===== src/rtl/pcs_pkg.sv =====
// Shared constants and types for the program counting system.
//   WIDTH          : PC/RA address width
//   RA_STACK_DEPTH : default number of return-address stack entries
//   ptr_w()        : pointer width for a power-of-two depth
//   ra_op_e        : decoded stack operation for one cycle
package pcs_pkg;

    localparam int unsigned WIDTH          = 16;
    localparam int unsigned RA_STACK_DEPTH = 8;

    function automatic int unsigned ptr_w(input int unsigned depth);
        return $clog2(depth);
    endfunction

    typedef enum logic [1:0] {
        OP_IDLE,
        OP_PUSH,
        OP_POP,
        OP_REPLACE
    } ra_op_e;

endpackage


===== src/rtl/ra_stack_if.sv =====
// Call/return interface between the control unit (master) and the
// return-address stack (slave).
//   push, pop, RA, clear_err : requests from the control unit
//   RArestore, restore       : popped value and its one-cycle valid pulse
//   count, full, empty       : occupancy status
//   overflow, underflow      : sticky error flags
interface ra_stack_if #(
    parameter int unsigned DEPTH = pcs_pkg::RA_STACK_DEPTH,
    parameter int unsigned WIDTH = pcs_pkg::WIDTH
);
    localparam int unsigned CW = $clog2(DEPTH) + 1;

    logic             push;
    logic             pop;
    logic [WIDTH-1:0] RA;
    logic             clear_err;
    logic [WIDTH-1:0] RArestore;
    logic             restore;
    logic [CW-1:0]    count;
    logic             full;
    logic             empty;
    logic             overflow;
    logic             underflow;

    modport master (
        output push, pop, RA, clear_err,
        input  RArestore, restore, count, full, empty, overflow, underflow
    );

    modport slave (
        input  push, pop, RA, clear_err,
        output RArestore, restore, count, full, empty, overflow, underflow
    );
endinterface


===== src/rtl/ra_stack_mem.sv =====
// DEPTH x WIDTH register file for the return-address stack.
//   clk   : write clock
//   we    : write enable, waddr/wdata : write port
//   raddr : asynchronous read address, rdata : read data
// Contents are deliberately not reset.
module ra_stack_mem #(
    parameter int unsigned DEPTH = pcs_pkg::RA_STACK_DEPTH,
    parameter int unsigned WIDTH = pcs_pkg::WIDTH
) (
    input  logic                     clk,
    input  logic                     we,
    input  logic [$clog2(DEPTH)-1:0] waddr,
    input  logic [WIDTH-1:0]         wdata,
    input  logic [$clog2(DEPTH)-1:0] raddr,
    output logic [WIDTH-1:0]         rdata
);
    logic [WIDTH-1:0] mem_q [DEPTH];

    always_ff @(posedge clk) begin
        if (we) begin
            mem_q[waddr] <= wdata;
        end
    end

    assign rdata = mem_q[raddr];
endmodule


===== src/rtl/ra_stack.sv =====
// Circular return-address stack.
//   clk   : rising-edge clock
//   reset : asynchronous active-low reset
//   bus   : call/return interface (slave side)
// A push when full overwrites the oldest entry; push+pop on a non-empty
// stack replaces the top after returning its old value.
module ra_stack
    import pcs_pkg::*;
#(
    parameter int unsigned DEPTH = pcs_pkg::RA_STACK_DEPTH,
    parameter int unsigned WIDTH = pcs_pkg::WIDTH
) (
    input  logic       clk,
    input  logic       reset,
    ra_stack_if.slave  bus
);
    localparam int unsigned PW = ptr_w(DEPTH);
    localparam int unsigned CW = PW + 1;

    logic [PW-1:0]    tp_q, tp_d, tp_m1;
    logic [CW-1:0]    count_q, count_d;
    logic [WIDTH-1:0] rarestore_q, rarestore_d;
    logic             restore_q, restore_d;
    logic             overflow_q, overflow_d;
    logic             underflow_q, underflow_d;

    logic             full, empty;
    logic             mem_we;
    logic [PW-1:0]    mem_waddr;
    logic [WIDTH-1:0] mem_rdata;
    ra_op_e           op;

    assign full  = (count_q == CW'(DEPTH));
    assign empty = (count_q == '0);
    assign tp_m1 = tp_q - PW'(1);

    // A pop on an empty stack is ignored, so push+pop then degrades to push.
    always_comb begin
        op = OP_IDLE;
        if (bus.pop && !empty) begin
            op = bus.push ? OP_REPLACE : OP_POP;
        end else if (bus.push) begin
            op = OP_PUSH;
        end
    end

    assign mem_we    = (op == OP_PUSH) || (op == OP_REPLACE);
    assign mem_waddr = (op == OP_REPLACE) ? tp_m1 : tp_q;

    ra_stack_mem #(
        .DEPTH (DEPTH),
        .WIDTH (WIDTH)
    ) u_mem (
        .clk   (clk),
        .we    (mem_we),
        .waddr (mem_waddr),
        .wdata (bus.RA),
        .raddr (tp_m1),
        .rdata (mem_rdata)
    );

    always_comb begin
        tp_d        = tp_q;
        count_d     = count_q;
        rarestore_d = rarestore_q;
        restore_d   = 1'b0;
        case (op)
            OP_PUSH: begin
                tp_d = tp_q + PW'(1);
                if (!full) begin
                    count_d = count_q + CW'(1);
                end
            end
            OP_POP: begin
                tp_d        = tp_m1;
                count_d     = count_q - CW'(1);
                rarestore_d = mem_rdata;
                restore_d   = 1'b1;
            end
            OP_REPLACE: begin
                rarestore_d = mem_rdata;
                restore_d   = 1'b1;
            end
            default: ;
        endcase
        // A new error event wins over a coincident clear.
        overflow_d  = ((op == OP_PUSH) && full) || (overflow_q && !bus.clear_err);
        underflow_d = (bus.pop && empty) || (underflow_q && !bus.clear_err);
    end

    always_ff @(posedge clk or negedge reset) begin
        if (!reset) begin
            tp_q        <= '0;
            count_q     <= '0;
            rarestore_q <= '0;
            restore_q   <= 1'b0;
            overflow_q  <= 1'b0;
            underflow_q <= 1'b0;
        end else begin
            tp_q        <= tp_d;
            count_q     <= count_d;
            rarestore_q <= rarestore_d;
            restore_q   <= restore_d;
            overflow_q  <= overflow_d;
            underflow_q <= underflow_d;
        end
    end

    assign bus.RArestore = rarestore_q;
    assign bus.restore   = restore_q;
    assign bus.count     = count_q;
    assign bus.full      = full;
    assign bus.empty     = empty;
    assign bus.overflow  = overflow_q;
    assign bus.underflow = underflow_q;
endmodule


===== src/flat_wrapper.sv =====
// flat-port wrapper written by rule: the top's interface ports become plain ports
module ra_stack_flat import pcs_pkg::*;
#(
    parameter int unsigned DEPTH = pcs_pkg::RA_STACK_DEPTH,
    parameter int unsigned WIDTH = pcs_pkg::WIDTH
)
  (clk, reset, bus_push, bus_pop, bus_RA, bus_clear_err, bus_RArestore, bus_restore, bus_count, bus_full, bus_empty, bus_overflow, bus_underflow);
  ra_stack_if #(.DEPTH(DEPTH), .WIDTH(WIDTH)) bus_i ();
  input  logic clk;
  input  logic reset;
  input wire logic [$bits(bus_i.push)-1:0] bus_push;
  input wire logic [$bits(bus_i.pop)-1:0] bus_pop;
  input wire logic [$bits(bus_i.RA)-1:0] bus_RA;
  input wire logic [$bits(bus_i.clear_err)-1:0] bus_clear_err;
  output wire logic [$bits(bus_i.RArestore)-1:0] bus_RArestore;
  output wire logic [$bits(bus_i.restore)-1:0] bus_restore;
  output wire logic [$bits(bus_i.count)-1:0] bus_count;
  output wire logic [$bits(bus_i.full)-1:0] bus_full;
  output wire logic [$bits(bus_i.empty)-1:0] bus_empty;
  output wire logic [$bits(bus_i.overflow)-1:0] bus_overflow;
  output wire logic [$bits(bus_i.underflow)-1:0] bus_underflow;
  assign bus_i.push = bus_push;
  assign bus_i.pop = bus_pop;
  assign bus_i.RA = bus_RA;
  assign bus_i.clear_err = bus_clear_err;
  assign bus_RArestore = bus_i.RArestore;
  assign bus_restore = bus_i.restore;
  assign bus_count = bus_i.count;
  assign bus_full = bus_i.full;
  assign bus_empty = bus_i.empty;
  assign bus_overflow = bus_i.overflow;
  assign bus_underflow = bus_i.underflow;
  ra_stack #(.DEPTH(DEPTH), .WIDTH(WIDTH)) u_core (.clk(clk), .reset(reset), .bus(bus_i));
endmodule

===== config.mk =====
export PLATFORM = sky130hd
export DESIGN_NAME = ra_stack_flat
export DESIGN_NICKNAME = d
export VERILOG_FILES = /design/src/rtl/pcs_pkg.sv /design/src/rtl/ra_stack_if.sv /design/src/rtl/ra_stack_mem.sv /design/src/rtl/ra_stack.sv /design/src/flat_wrapper.sv
export SDC_FILE = /design/constraint.sdc
export NUM_CORES = 1
export LEC_CHECK = 0
export ABC_AREA = 1
export CORE_MARGIN = 10
export CORE_UTILIZATION = 35
export CTS_CLUSTER_SIZE = 24
export DETAILED_ROUTE_END_ITERATION = 12
export HOLD_SLACK_MARGIN = 0.12
export MAX_ROUTING_LAYER = met4
export PLACE_DENSITY = 0.61
export SYNTH_ARGS = -nofsm -noshare
export SYNTH_HDL_FRONTEND = slang
export SYNTH_SLANG_ARGS = --single-unit

===== constraint.sdc =====
create_clock -name clk -period 6.7 [get_ports clk]
set_input_delay 1.005 -clock clk [delete_from_list [all_inputs] [get_ports clk]]
set_output_delay 1.005 -clock clk [all_outputs]
set_load 0.02 [all_outputs]

After elaboration in Yosys (flattened, before gate mapping)
Memories as Yosys holds them, arrays and structs flattened. A register that Yosys moved wholly into a read port is not among the register bits.
Index checks and enable logic that the tools add are counted.
{"block": "op_classes", "multipliers": 0, "n_reduce_logical": 15, "n_addsub": 4, "muxes": 10, "n_div": 0, "shifts": 0, "magnitude_cmp": 0, "bitwise": 0, "eq_ne": 5}
{"operator": "$pmux W4 S2", "count": 1}
{"operator": "$pmux W3 S2", "count": 1}
{"operator": "$logic_and A1 B1 Y1", "count": 5}
{"operator": "$mux W1", "count": 5}
{"operator": "$add A4 B1 Y4 const B", "count": 1}
{"operator": "$eq A2 B2 Y1 const B", "count": 2}
{"operator": "$eq A4 B4 Y1 const B", "count": 1}
{"operator": "$logic_not A4 Y1", "count": 1}
{"operator": "$mux W4", "count": 1}
{"operator": "$sub A4 B1 Y4 const B", "count": 1}
{"operator": "$add A3 B1 Y3 const B", "count": 1}
{"operator": "$logic_not A1 Y1", "count": 3}
{"operator": "$logic_or A1 B1 Y1", "count": 3}
{"operator": "$mux W3", "count": 1}
{"operator": "$sub A3 B1 Y3 const B", "count": 1}
{"operator": "$eq A2 B1 Y1 const B", "count": 1}
{"operator": "$mux W2", "count": 1}
{"operator": "$ne A2 B2 Y1 const B", "count": 1}
{"operator": "$reduce_and A2 Y1", "count": 1}
{"operator": "$reduce_bool A2 Y1", "count": 1}
{"operator": "$reduce_or A2 Y1", "count": 1}
{"block": "totals", "elab_cells": 40, "ff_bits": 10, "romBits": 0, "mem_bits_rw": 128, "out_inout_bits": 25, "n_memories": 1, "latch_bits": 0}
{"name": "u_core.u_mem.mem_q", "depth": 8, "width": 16, "rd": 1, "rd_ports_with_merged_regs": 1, "wr": 1, "line": "ra_stack_mem.sv:17", "source": "logic [WIDTH-1:0] mem_q [DEPTH];"}

Logic depth before layout (Yosys ltp)
{"block": "logic_depth", "ltp_word": 8, "depth_mapped": 14, "depth_no_buf": 13}

Hierarchy
From an unflattened synthesis, not the netlist that was laid out.
{"block": "hier_totals", "cells_unflattened": 724, "area_unflattened_um2": 6990.5}
{"module": "ra_stack_mem", "cells_each": 571, "instances": 1, "seq_area_each_um2": 3843.7, "area_per_inst_um2": 5669.2}
{"module": "ra_stack", "cells_each": 153, "instances": 1, "seq_area_each_um2": 650.6, "area_per_inst_um2": 1321.3}

Worst setup path after synthesis
OpenSTA, ideal clock, no wires.
{"block": "synth_timing", "path_type": "input to register", "from": "input port bus_pop", "to": "memory u_core.u_mem.mem_q[2][0], enable pin", "path_buffers": 0, "t_required_ns": 6.312, "slack_ns": 3.624, "t_arrival_ns": 2.687, "stages": 7, "setup_ns": 0.388, "path_cell_list": "inv_1 > nor2_1 > ha_1 > inv_1 > o21ai_0 > nand2_1 > nor2_1"}
{"block": "synth_between", "elab_chain_len": 6, "elab_cells_between_ends": 8, "classes_between": "2 x eq/ne; 4 x mux; 2 x reduce/logical"}
{"element": "start, declared", "line": "flat_wrapper.sv:12", "source": "input wire logic [$bits(bus_i.pop)-1:0] bus_pop;"}
{"element": "$logic_and A1 B1 Y1 (*)", "line": "ra_stack.sv:40", "source": "if (bus.pop && !empty) begin"}
{"element": "$mux W2 (*)", "line": "ra_stack.sv:40"}
{"element": "$eq A2 B1 Y1 or $eq A2 B2 Y1 (tied branches)", "line": "ra_stack.sv:47, ra_stack.sv:48"}
{"element": "$logic_or A1 B1 Y1", "line": "ra_stack.sv:47", "source": "assign mem_we = (op == OP_PUSH) || (op == OP_REPLACE);"}
{"element": "$mux W1", "line": "ra_stack_mem.sv:20", "source": "if (we) begin"}
{"element": "$mux W1 (implied by the code)", "line": "ra_stack_mem.sv:21", "source": "mem_q[waddr] <= wdata;"}
{"element": "end, declared", "line": "ra_stack_mem.sv:17"}
Every way passes the cells marked *; elsewhere a longest branch is shown, timed or not.

Worst setup path after layout
{"block": "layout_timing", "from": "register u_core.tp_q[0]", "to": "memory u_core.u_mem.mem_q[0][15], enable pin"}
{"block": "layout_between", "elab_chain_len": 2}
{"element": "start, declared", "line": "ra_stack.sv:20", "source": "logic [PW-1:0] tp_q, tp_d, tp_m1;"}
{"element": "start signal, assigned", "line": "ra_stack.sv:100", "source": "tp_q <= tp_d;"}
{"element": "$sub A3 B1 Y3", "line": "ra_stack.sv:35", "source": "assign tp_m1 = tp_q - PW'(1);"}
{"element": "$mux W3 (*)", "line": "ra_stack.sv:48", "source": "assign mem_waddr = (op == OP_REPLACE) ? tp_m1 : tp_q;"}
Marks and branches as above.

==> summary.md <==
| Metric | Value |
|---|---|
| Critical Path Sink Type | `flip-flop` |
| Area leader, netlist | `edfxtp_1` |
| Drt wl/cell | `between 15 and 20 um` |
| Sequential area share after synthesis | `between 70% and 80%` |
| Final Hold Vio Count | `0` |
| Netlist cell types | `29` |
| Slew Viols, Final | `0` |
| Syn nets | `slightly below 600` |
| Pin count of the biggest net entering global routing | `68` |
| WL met2 | `roughly 6500 um` |
| Final total power | `between 3 and 4 mW` |
| Hold crit path type | `reg2reg` |
| Num CTS Buffers | `17` |
| RSZ-0062 raised after global routing | `false` |
| Iteration-0 DRC Markers | `between 500 and 600` |
| GP Congestion | `0.8695` |
| Share of cells above drive strength 1 | `about 8.9%` |
| Final setup viols | `0` |
| Status | `finished, final reports clean` |
| CP Launch Type | `flip-flop` |
| Port bufs | `45` |
| Flop2flop setup slack | `2.76 ns` |
| Mapped Cells | `~550` |
| Detailed Routing Iterations Pass 1 | `8` |
| Clock sink total | `approximately 150` |
| Hold slack | `roughly 0.48 ns` |
| Max frequency | `0.2537 GHz` |
| CP bufs+invs | `2` |
| Skew final | `around 0.0079 ns` |
| Synth warn | `0` |
| Final period util | `58.83%` |
| M1 wire length | `approximately 6800 um` |
| Post-Syn Area | `~6400 um^2` |
| Row count | `49` |
| Synth area leaders | `edfxtp_1, dfrtp_1, nor2_1` |
| Number of max-cap violations | `0` |
| CTS tree | `built` |
| Core Area | `17,960 um^2` |
| CP Class | `reg2reg` |
| Power Dens Cells | `496.4 nW/um^2` |
| I/O pins | `between 40 and 50` |
| Seq cells post-synth | `roughly 150` |
| Grt total ovfl | `0` |
| Via density per instance | `between 5 and 6` |
| Worst EP required | `around 6.7 ns` |
| Commonest non-fill, non-tap cell in the layout | `nor2_1` |
| Placed cell count | `around 800` |
| Rel. slew slack | `a little under a fifth` |
| N_diodes | `0` |
| VDD IR max | `roughly 0.23 mV` |
| Hold-fix buffers at CTS | `0` |
| Fin nets | `623` |
| First-pass GRT wire length | `22,940 um` |
| Tot GR Track Use | `between 10% and 20%` |
| Cell family with most CP delay | `simple AND/OR/NAND/NOR gates` |
| Clock insertion delay at the later pin of the skew report | `0.42 ns` |
| Post-detailed-routing wire length | `14,520 um` |
| Die Span Y | `155.1 um` |
| Reg clk slew, reported paths | `approximately 0.060 ns` |
| Initial antenna violation count | `0` |
| CP dominant cell by count | `nand2_1` |
| DRC | `0` |
| Syn avg cell area | `about 12 um^2` |
| Post-synth top area share | `between 60% and 70%` |
| Starting density of the core | `between 30% and 40%` |
| Lkg Pwr | `between 2 and 3 nW` |
| Die area | `24,050 um^2` |
| Chip width | `approximately 160 um` |
| DRT antenna net count | `0` |
| Number of setup buffers added after CTS | `0` |
| Final HPWL DP | `9810 um` |
| Worst path arrival time | `~4.0 ns` |
| Vias in the first global route | `between 4,000 and 5,000` |
| Most frequent cells in the layout | `nor2_1, edfxtp_1, o21ai_0` |
| Top layer in use | `met4` |
| Final non-filler cell total | `about 840` |
| Biggest cell delay along the critical path | `0.93 ns` |
| CTS resizes | `0` |
| Routed length on met3 | `between 1000 and 1500 um` |
| Worst-path fanout max | `67` |
| Area growth, synth to finish | `18.46%` |
| Vias | `roughly 4,200` |
| Root Buffer | `clkbuf_16` |
| Max Buffers Root-to-Sink | `2` |
| Worst slew pin tran | `~1.2 ns` |
| Slowest cell on the critical path | `nor2_1` |
| Setup tns final | `0 ns` |
| Crit path cell chain | `buf_4 -> inv_2 -> ha_1 -> or2_4 -> nand2_8 -> nand2_1 -> o21ai_2 -> nand2_1 -> nor2_1` |
| Min Tclk post-route | `3.941 ns` |
| Clock H-tree levels | `4` |
-- power breakdown --
| group | total (mW) | switching [mW] | internal [mW] |
|---|---|---|---|
| Sequential | 1.34 | 0.0873 | 1.25 |
| Clock | 0.910 | 0.391 | 0.519 |
| Combinational | 1.50 | 0.999 | 0.503 |
-- state kept, by name, indices dropped and copies added (netlist names) --
name                  cells
u_core.bus.restore        1
u_core.bus.underflow      1
u_core.bus.count          4
u_core.bus.RArestore     16
u_core.bus.overflow       1
u_core.u_mem.mem_q      128
u_core.tp_q               3
-- cells in the mapped netlist (all sizes together) --
| cell type | count |
|---|---|
| a21oi | 3 |
| or2 | 2 |
| dfrtp | 26 |
| o211ai | 1 |
| o21ai | 73 |
| nand2 | 56 |
| xnor2 | 3 |
| inv | 23 |
| nor4 | 1 |
| nand3 | 52 |
| nand4 | 1 |
| clkbuf | 4 |
| ha | 7 |
| xor2 | 2 |
| buf | 22 |
| edfxtp | 128 |
| o22ai | 1 |
| nor2 | 144 |
-- final cells by class --
type	instances	area, um^2
repair buffers	53	514.2
clock inverters	14	138.9
multi-input cells	346	1608
inverters	23	91.34
well taps	229	286.5
fillers	1671	10400
flip-flops and latches	154	4496
clock buffers	18	429.2
-- worst min-delay path, cell delays in order (launching register included) --
cell and delay, ns:
dfrtp_1 0.34, nand2_1 0.06, nand2_1 0.05
-- routing by layer --
metal  global-route usage (%)  vias up
met4                    4.139        0
li1                         -     1982
met5                        -        -
met1                    16.66     2033
met2                    18.06      159
met3                    3.143       15
-- final timing paths --
check                                   startpoint                   endpoint  cells after the start
min reg2reg                u_core.bus.RArestore[5]    u_core.bus.RArestore[5]                      2
max                                 u_core.tp_q[0]  u_core.u_mem.mem_q[0][15]                      9
min                        u_core.bus.RArestore[5]    u_core.bus.RArestore[5]                      2
max in group asynchronous                    reset             u_core.tp_q[0]                      2
min in group asynchronous                    reset   u_core.bus.RArestore[13]                      2
max reg2reg                         u_core.tp_q[0]  u_core.u_mem.mem_q[0][15]                      9
-- kinds of logic after synthesis --
kind of cell / share of synthesized area [%]
and+or+nand+nor: 16.64
AOI/OAI and AO/OA: 6.290
xor gates and xnor gates: 0.8036
buffers and inverters: 4.507
adders and majority gates: 1.372
DFF: 70.39
-- metrics by stage --
stage	util, %	area (um^2)	setup WS (ns)
floorplan	-	6385	3.624
global placement	38.85	6979	2.566
detailed placement	38.85	6979	2.495
CTS	42.01	7547	2.584
global route	42.10	7564	2.436
finish	42.10	7564	2.759
(Power assumes the default switching activity.)
